<file path="src/rtl/unidade_controle.sv">
// unidade_controle: multicycle control unit and bus front-end for the
// 8-register processor (mv, mvi, add, sub over timesteps T0-T3).
// Optional build macro OP_AND_EN turns opcode 100 into "and Rx,Ry";
// without it opcode 100 is treated as illegal and no AND logic exists.
module unidade_controle #(
  parameter int DATA_W = 16
) (
  input  logic                  clock,
  input  logic                  resetn,
  input  logic                  run,
  input  logic [DATA_W-1:0]     din,
  input  logic [8*DATA_W-1:0]   regs_flat,
  output logic [DATA_W-1:0]     buswire,
  output logic [7:0]            r_wren,
  output logic                  done,
  output logic                  busy
);

  typedef enum logic [1:0] {T0, T1, T2, T3} state_t;

  localparam logic [2:0] OP_MV  = 3'b000;
  localparam logic [2:0] OP_MVI = 3'b001;
  localparam logic [2:0] OP_ADD = 3'b010;
  localparam logic [2:0] OP_SUB = 3'b011;
`ifdef OP_AND_EN
  localparam logic [2:0] OP_AND = 3'b100;
`endif

  state_t            state;
  logic [2:0]        ir_op;
  logic [2:0]        ir_x;
  logic [2:0]        ir_y;
  logic [DATA_W-1:0] a_q;
  logic [DATA_W-1:0] g_q;
  logic [DATA_W-1:0] alu_res;
  logic [DATA_W-1:0] regs [8];
  logic [1:0]        rst_sync;
  logic              rst_n;

  logic [2:0] din_op;
  logic [2:0] din_x;

  assign din_op = din[DATA_W-1 -: 3];
  assign din_x  = din[DATA_W-4 -: 3];

  // Instructions that go through A and G and take T1..T3
  function automatic logic is_long(input logic [2:0] op);
`ifdef OP_AND_EN
    return (op == OP_ADD) || (op == OP_SUB) || (op == OP_AND);
`else
    return (op == OP_ADD) || (op == OP_SUB);
`endif
  endfunction

  // Single-cycle instructions that write a register in T1
  function automatic logic is_move(input logic [2:0] op);
    return (op == OP_MV) || (op == OP_MVI);
  endfunction

  function automatic logic [7:0] one_hot(input logic [2:0] idx);
    return 8'(1) << idx;
  endfunction

  // Reset asserts immediately but is released only after two clock edges
  always_ff @(posedge clock or negedge resetn) begin
    if (!resetn) begin
      rst_sync <= 2'b00;
    end else begin
      rst_sync <= {rst_sync[0], 1'b1};
    end
  end

  assign rst_n = rst_sync[1];

  // Split the flat register readback into an indexable array
  always_comb begin
    for (int i = 0; i < 8; i++) begin
      regs[i] = regs_flat[i*DATA_W +: DATA_W];
    end
  end

  // Bus source select: decoded from the settled state and IR only
  always_comb begin
    buswire = '0;
    case (state)
      T0: buswire = '0;
      T1: begin
        if (ir_op == OP_MV) begin
          buswire = regs[ir_y];
        end else if (ir_op == OP_MVI) begin
          buswire = din;
        end else if (is_long(ir_op)) begin
          buswire = regs[ir_x];
        end
      end
      T2: buswire = regs[ir_y];
      T3: buswire = g_q;
    endcase
  end

  // Arithmetic unit feeding G; carries and borrows fall off the top
  always_comb begin
    alu_res = '0;
    case (ir_op)
      OP_ADD:  alu_res = a_q + buswire;
      OP_SUB:  alu_res = a_q - buswire;
`ifdef OP_AND_EN
      OP_AND:  alu_res = a_q & buswire;
`endif
      default: alu_res = '0;
    endcase
  end

  // Timestep sequencer with registered write-enables, done and busy
  always_ff @(posedge clock or negedge rst_n) begin
    if (!rst_n) begin
      state  <= T0;
      ir_op  <= '0;
      ir_x   <= '0;
      ir_y   <= '0;
      a_q    <= '0;
      g_q    <= '0;
      r_wren <= '0;
      done   <= 1'b0;
      busy   <= 1'b0;
    end else begin
      case (state)
        T0: begin
          if (run) begin
            ir_op <= din_op;
            ir_x  <= din_x;
            ir_y  <= din[DATA_W-7 -: 3];
            state <= T1;
            busy  <= 1'b1;
            if (is_long(din_op)) begin
              r_wren <= '0;
              done   <= 1'b0;
            end else begin
              r_wren <= is_move(din_op) ? one_hot(din_x) : 8'h00;
              done   <= 1'b1;
            end
          end else begin
            r_wren <= '0;
            done   <= 1'b0;
            busy   <= 1'b0;
          end
        end
        T1: begin
          r_wren <= '0;
          done   <= 1'b0;
          if (is_long(ir_op)) begin
            a_q   <= buswire;
            state <= T2;
          end else begin
            state <= T0;
            busy  <= 1'b0;
          end
        end
        T2: begin
          g_q    <= alu_res;
          state  <= T3;
          r_wren <= one_hot(ir_x);
          done   <= 1'b1;
        end
        T3: begin
          state  <= T0;
          r_wren <= '0;
          done   <= 1'b0;
          busy   <= 1'b0;
        end
      endcase
    end
  end

endmodule

</file>
<file path="config.mk">
export PLATFORM = sky130hd
export DESIGN_NAME = unidade_controle
export DESIGN_NICKNAME = d
export VERILOG_FILES = /design/src/rtl/unidade_controle.sv
export SDC_FILE = /design/constraint.sdc
export NUM_CORES = 1
export LEC_CHECK = 0
export CORE_MARGIN = 2
export CORE_UTILIZATION = 35
export DETAILED_ROUTE_END_ITERATION = 10
export HOLD_SLACK_MARGIN = 0.05
export MAX_ROUTING_LAYER = met4
export REMOVE_ABC_BUFFERS = 1
export SLEW_MARGIN = 20
export SYNTH_ARGS = -nofsm -noshare
export SYNTH_HDL_FRONTEND = slang
export SYNTH_SLANG_ARGS = --single-unit
</file>
<file path="constraint.sdc">
create_clock -name clock -period 3.9 [get_ports clock]
set_input_delay 1.17 -clock clock [delete_from_list [all_inputs] [get_ports clock]]
set_output_delay 1.17 -clock clock [all_outputs]
set_load 0.01 [all_outputs]
</file>
======== Word-level counts from Yosys, hierarchy flattened ========
Cells that the tools add are included.
operators by class
  shift-type cells ........................ 2
  add/sub/neg operators ................... 2
  multiplexer cells ....................... 24
  bitwise operators ....................... 2
  magnitude comparators ................... 2
  equality and inequality tests ........... 11
  reduce and logical (&&, ||, !) cells .... 11
operators with widths
  kind                                                      count
  two-way mux 16 bit                                        7
  binary-select mux 16 bit (select 3 bit)                   2
  case mux 16 bit (4 select lines)                          1
  case mux 16 bit (2 select lines)                          1
  two-way mux 8 bit                                         3
  case mux 8 bit (3 select lines)                           1
  adder 16 bit                                              1
  left shift 1 x 3 -> 8 bit, first input constant           2
  subtractor 16 bit                                         1
  equality test 3 x 2 -> 1 bit, second input constant       4
  greater-or-equal comparator 4 bit, second input constant  2
  inverter 3 -> 4 bit                                       2
  case mux 2 bit (4 select lines)                           1
  equality test 3 x 1 -> 1 bit, second input constant       2
  zero test 3 bit                                           2
  case mux 1 bit (3 select lines)                           2
  AND reduction 2 bit                                       3
  equality test 2 bit, second input constant                2
  two-way mux 1 bit                                         4
  two-way mux 2 bit                                         2
  != test 2 bit, second input constant                      2
  logical OR 1 bit                                          3
  nonzero test 3 bit                                        1
  equality test 2 x 1 -> 1 bit, second input constant       1
  2 further kinds                                           2
storage, ports and cells
  bits in registers ....................... 55
  output and inout port bits .............. 26

======== Depth between registers and ports, before layout ========
Gate-level depths: netlist (run 1).
  depth after elaboration ................. 10
  gate-level depth with buffers ........... 22
  depth with buffers taken out ............ 18

======== Worst setup path before layout (run 1) ========
No wires, ideal clock.
  kind .................................... input-to-reg
  start ................................... input regs_flat[113]
  end ..................................... register g_q[15]
  required time ........................... 3.769 ns
  library setup time ...................... 0.131 ns
  arrival ................................. 5.019 ns
  path buffers ............................ 1
  stages on the path ...................... 18
  slack ................................... -1.250 ns
  path through ............................ mux4_2 > mux2_2 > a221oi_1 > ha_1 > and2_0 > clkbuf_1 > a21oi_1 > xnor2_1 > ha_1 > and3_1 > a32o_1 > a31oi_1 > a211oi_1 > a311oi_1 > nor3_1 > nor4_1 > a221oi_1 > nand3_1
between the ends
  longest elaborated chain between the ends .. 9
  elaborated cells on any way between the ends .. 13
ends and longest elaborated chain
  element                                                 line      RTL
  from (decl)                                             12        input logic [8*DATA_W-1:0] regs_flat,
  binary-select mux 16 bit (select 3 bit)                 93        buswire = regs[ir_x];
  two-way mux 16 bit (not written as such) (2 in series)  93
  two-way mux 16 bit                                      92        end else if (is_long(ir_op)) begin
  two-way mux 16 bit                                      90        end else if (ir_op == OP_MVI) begin
  two-way mux 16 bit                                      88        if (ir_op == OP_MV) begin
  case mux 16 bit (4 select lines) (*)                    85        case (state)
  subtractor 16 bit or adder 16 bit (tied branches)       106, 105
  case mux 16 bit (2 select lines) (*)                    104       case (ir_op)
  to (signal assigned)                                    160       g_q <= alu_res;
  to (decl)                                               34        logic [DATA_W-1:0] g_q;
Every way passes the cells marked *; elsewhere a longest branch is shown, timed or not. The select of a mux whose other input is x is not followed.
A chain may end at the register's enable or synchronous reset.

======== Final worst setup path (run 1) ========
  start ................................... input regs_flat[53]
  end ..................................... register g_q[15]
The elaborated chain is that of the path after synthesis.

==> results of run 1 <==
[registers in the layout, indices dropped and copies added (netlist names), named ones only]
signal	count
r_wren	8
ir_op	3
ir_y	3
g_q	16
ir_x	3
state	1
done	1
rst_sync	2
busy	1
a_q	16
[cells in the mapped netlist (all sizes together) (2+ instances only)]
cell type	count	share of area
a211o	2	0.0032
a211oi	11	0.015
a21o	5	0.0069
a21oi	34	0.031
a221o	4	0.0074
a221oi	8	0.015
a222oi	2	0.0037
a22o	3	0.0048
a22oi	3	0.0041
a311oi	2	0.0032
a31o	2	0.0032
a31oi	5	0.0058
a32o	2	0.0037
a41oi	2	0.0032
and2	5	0.0058
and3	5	0.0058
buf	16	0.020
clkbuf	22	0.015
dfrtp	55	0.25
ha	16	0.037
inv	19	0.013
mux2	17	0.035
mux2i	9	0.017
mux4	59	0.24
nand2	54	0.037
nand2b	10	0.012
nand3	7	0.0064
nor2	46	0.032
nor2b	6	0.0069
nor3	16	0.015
nor4	6	0.0069
nor4b	2	0.0044
o21a	2	0.0028
o21ai	23	0.021
o21bai	2	0.0028
o22ai	13	0.015
o31a	2	0.0032
o31ai	4	0.0064
o32ai	2	0.0032
or3	2	0.0023
xnor2	18	0.029
xor2	6	0.0097
[area by class of cell]
type	instances	area [µm²]	share of cell area
clock buffer	5	125.1	0.01324
clock inverter	3	50.05	0.005295
tap	188	235.2	0.02489
multi-input combinational	433	4469	0.4729
timing repair buffer	376	3107	0.3287
antenna	1	2.502	0.0002648
sequential	55	1380	0.1460
inverter	20	82.58	0.008737
[final timing paths]
| kind | from | endpoint | slack [ns] |
|---|---|---|---|
| max reg2reg | ir_x[0] | g_q[15] | -0.79 |
| min | rst_sync[1] | a_q[3] | 0.31 |
| min reg2reg | rst_sync[1] | a_q[3] | 0.31 |
| max | regs_flat[53] | g_q[15] | -1.13 |
| min in group clock | rst_sync[0] | rst_sync[1] | 0.36 |
| max in group asynchronous | resetn | rst_sync[1] | 2.75 |
[what timing repair did]
item	in CTS	in global routing
endpoints found under the setup margin	29	27
setup buffers	40	29
pin swaps	68	53
resized for setup	535	149
[metrics by stage]
stage	worst slack (ns)	instances	instance area (µm²)
floorplan	-1.636	508	5241
global placement	-1.810	1021	8376
detailed placement	-2.116	1021	8376
CTS	-1.054	1066	9087
global route	-1.279	1081	9452
finish	-1.133	1081	9452
[cell families (layout without fill, tap and decap cells)]
logic type / after synthesis / count (layout) / share of synthesized area
AO/OA/AOI/OAI: 139 / 139 / 0.1755
XOR/XNOR: 24 / 24 / 0.03870
adder cells (fa/ha/maj): 17 / 17 / 0.04054
buffers and inverters: 58 / 404 / 0.04884
flip-flops: 55 / 55 / 0.2534
multiplexers: 85 / 85 / 0.2965
other: 1 / 2 / 0.0006904
AND/OR/NAND/NOR: 167 / 167 / 0.1458
[routing by layer]
layer | vias to the layer above | GRT usage | share of wire
li1 | 2800 | - | -
met1 | 3089 | 0.3317 | 0.39
met2 | 348 | 0.4565 | 0.50
met3 | 67 | 0.04283 | 0.075
met4 | 0 | 0.09399 | 0.034
met5 | - | - | 0
[critical path, stage by stage]
cell and delay, ns:
buf_6 0.09, mux4_2 0.45, mux2_4 0.28, a22oi_2 0.14
or4b_4 0.51, nor4b_4 0.22, buf_4 0.14, and3_4 0.18
and2b_2 0.21, buf_6 0.12, a41oi_2 0.11, xnor2_1 0.16
ha_2 0.19, buf_4 0.12, buf_4 0.13, nor3_1 0.45
nor3_4 0.11, nor4_2 0.31, a221oi_1 0.08, nand3_1 0.10
==> load_flow_metrics.sql, run 1 <==
INSERT INTO impl_metrics (metric_group, metric, value, unit) VALUES
('run_status', 'status', 'finished, violations left', ''),
('run_status', 'violations', 'negative setup slack', ''),
('cells_and_area', 'design.final.nets', '1055', ''),
('critical_path', 'crit_path_end_kind', 'flop', ''),
('synthesis', 'synthCells', '546', ''),
('global_route', 'antenna_found_initial', '1', ''),
('drt', 'postRouteAntennaNets', '0', ''),
('cells_and_area', 'finalCoreUtilization', '0.6217', ''),
('global_route', 'total_global_route_track_usage', '0.2707', ''),
('place', 'buffer_ports.inserted', '172', ''),
('synthesis', 'post_synth_cell_types', '66', ''),
('global_route', 'vias_in_the_first_global_route', '6608', ''),
('cells_and_area', 'synthToLayoutAreaGrowth', '74.02', '%'),
('synthesis', 'ys_seq_area_frac', '0.2534', ''),
('drt', 'vias_per_cell', '5.832', ''),
('timing', 'timing.final.max_slew_violations', '0', ''),
('drt', 'routed_wire_length_per_instance', '21.01', 'µm'),
('cts', 'hold_buffers', '0', ''),
('drt', 'drc_errors', '0', ''),
('drt', 'routed_wirelength', '22720', 'µm'),
('cells_and_area', 'layout.filler_cells', '1212', ''),
('cells_and_area', 'final_layout_size_suffix_gt1_frac', '0.5751', ''),
('cts', 'tritoncts_num_sinks', '55', ''),
('timing', 'period_needed', '5.033', 'ns'),
('floorplanning', 'floorplan.rows', '45', ''),
('cells_and_area', 'most_frequent_standard_cell_in_the_layout_excluding_fill_and_tap_cells', 'buf_4', ''),
('critical_path', 'critical_path_peak_fanout', '6', ''),
('cts', 'root_buffer', 'clkbuf_16', ''),
('place', 'place_hpwl', '16950', 'µm'),
('drt', 'firstDrtPassIters', '5', ''),
('global_route', 'grt_pass1_wl', '33580', 'µm'),
('floorplanning', 'die_w', '128.6', 'µm'),
('cts', 'ctsHtreeMaxLevel', '2', ''),
('timing', 'worst_hold_slack', '0.3095', 'ns'),
('floorplanning', 'core_region_area', '0.01520', 'mm²'),
('synthesis', 'synth_async_sr_flop_share', '1.000', ''),
('timing', 'rsz0062_at_grt', 'yes', ''),
('timing', 'finalWorstSetupSlack', '-1.133', 'ns'),
('timing', 'fmax', '198.7', 'MHz'),
('critical_path', 'r2r_cells', '21', ''),
('floorplanning', 'die_height', '128.6', 'µm'),
('timing', 'layout_worst_path_cycle_share', '1.290', ''),
('cts', 'cts-root-to-sink-buffers', '2', ''),
('synthesis', 'netlist_area', '0.005431', 'mm²'),
('timing', 'worst_pin_slew', '0.6821', 'ns'),
('floorplanning', 'ios', '173', ''),
('cts', 'tritoncts', 'built', ''),
('global_route', 'grt_max_degree', '28', ''),
('critical_path', 'path_class', 'in2reg', ''),
('critical_path', 'setup.worst_path.start_class', 'primary input', ''),
('drt', 'num_vias', '6304', ''),
('cts', 'cts-buffers-inserted', '5', ''),
('synthesis', 'synth_area_per_cell', '9.948', 'µm²'),
('synthesis', 'synthFlopType', 'dfrtp_1', ''),
('floorplanning', 'initial_core_util', '0.3573', ''),
('floorplanning', 'dieArea', '0.01653', 'mm²'),
('cts', 'clk_latency', '0.31', 'ns'),
('timing', 'finalSetupTns', '-8.742', 'ns'),
('critical_path', 'critical_path_arrival', '5.28', 'ns'),
('timing', 'final_setup_violation_count', '16', ''),
('timing', 'timing.final.hold_violations', '0', ''),
('drt', 'detailed_router_s_first_iteration_violation_count', '646', ''),
('flow_run', 'count_of_maximum_capacitance_violations', '0', ''),
('place', 'globalplace.congestion', '0.9325', ''),
('cells_and_area', 'mostFrequentLayoutCells', '173 x buf_4, 73 x buf_6, 59 x mux4_2', ''),
('synthesis', 'ys.warnings.count', '0', ''),
('synthesis', 'synth_enable_flop_cells', '0', ''),
('timing', 'max_slew_margin', '0.5453', ''),
('hold_path', 'hold_path.class', 'reg2async', ''),
('global_route', 'gr-total-overflow', '0', ''),
('timing', 'clock_skew', '0.01220', 'ns'),
('synthesis', 'ys_ff_latch', '55', ''),
('critical_path', 'critical_path_required', '4.14', 'ns'),
('cts', 'clkTransAtPathRegs', '0.08', 'ns');
Power of run 1 is not shown: default switching activity piles up to over one toggle a cycle in this logic, so the estimate is an artifact.
==> inputs of run 2 (changes only) <==
--- a/config.mk
+++ b/config.mk
@@ -7,6 +7,7 @@
 export LEC_CHECK = 0
 export CORE_MARGIN = 2
 export CORE_UTILIZATION = 35
+export CTS_CLUSTER_DIAMETER = 50
 export DETAILED_ROUTE_END_ITERATION = 10
 export HOLD_SLACK_MARGIN = 0.05
 export MAX_ROUTING_LAYER = met4
==> results of run 2 <==
The final DEF is identical to that of run 1; final timing and power are the same.
Power of run 2 is left out for the same reason.
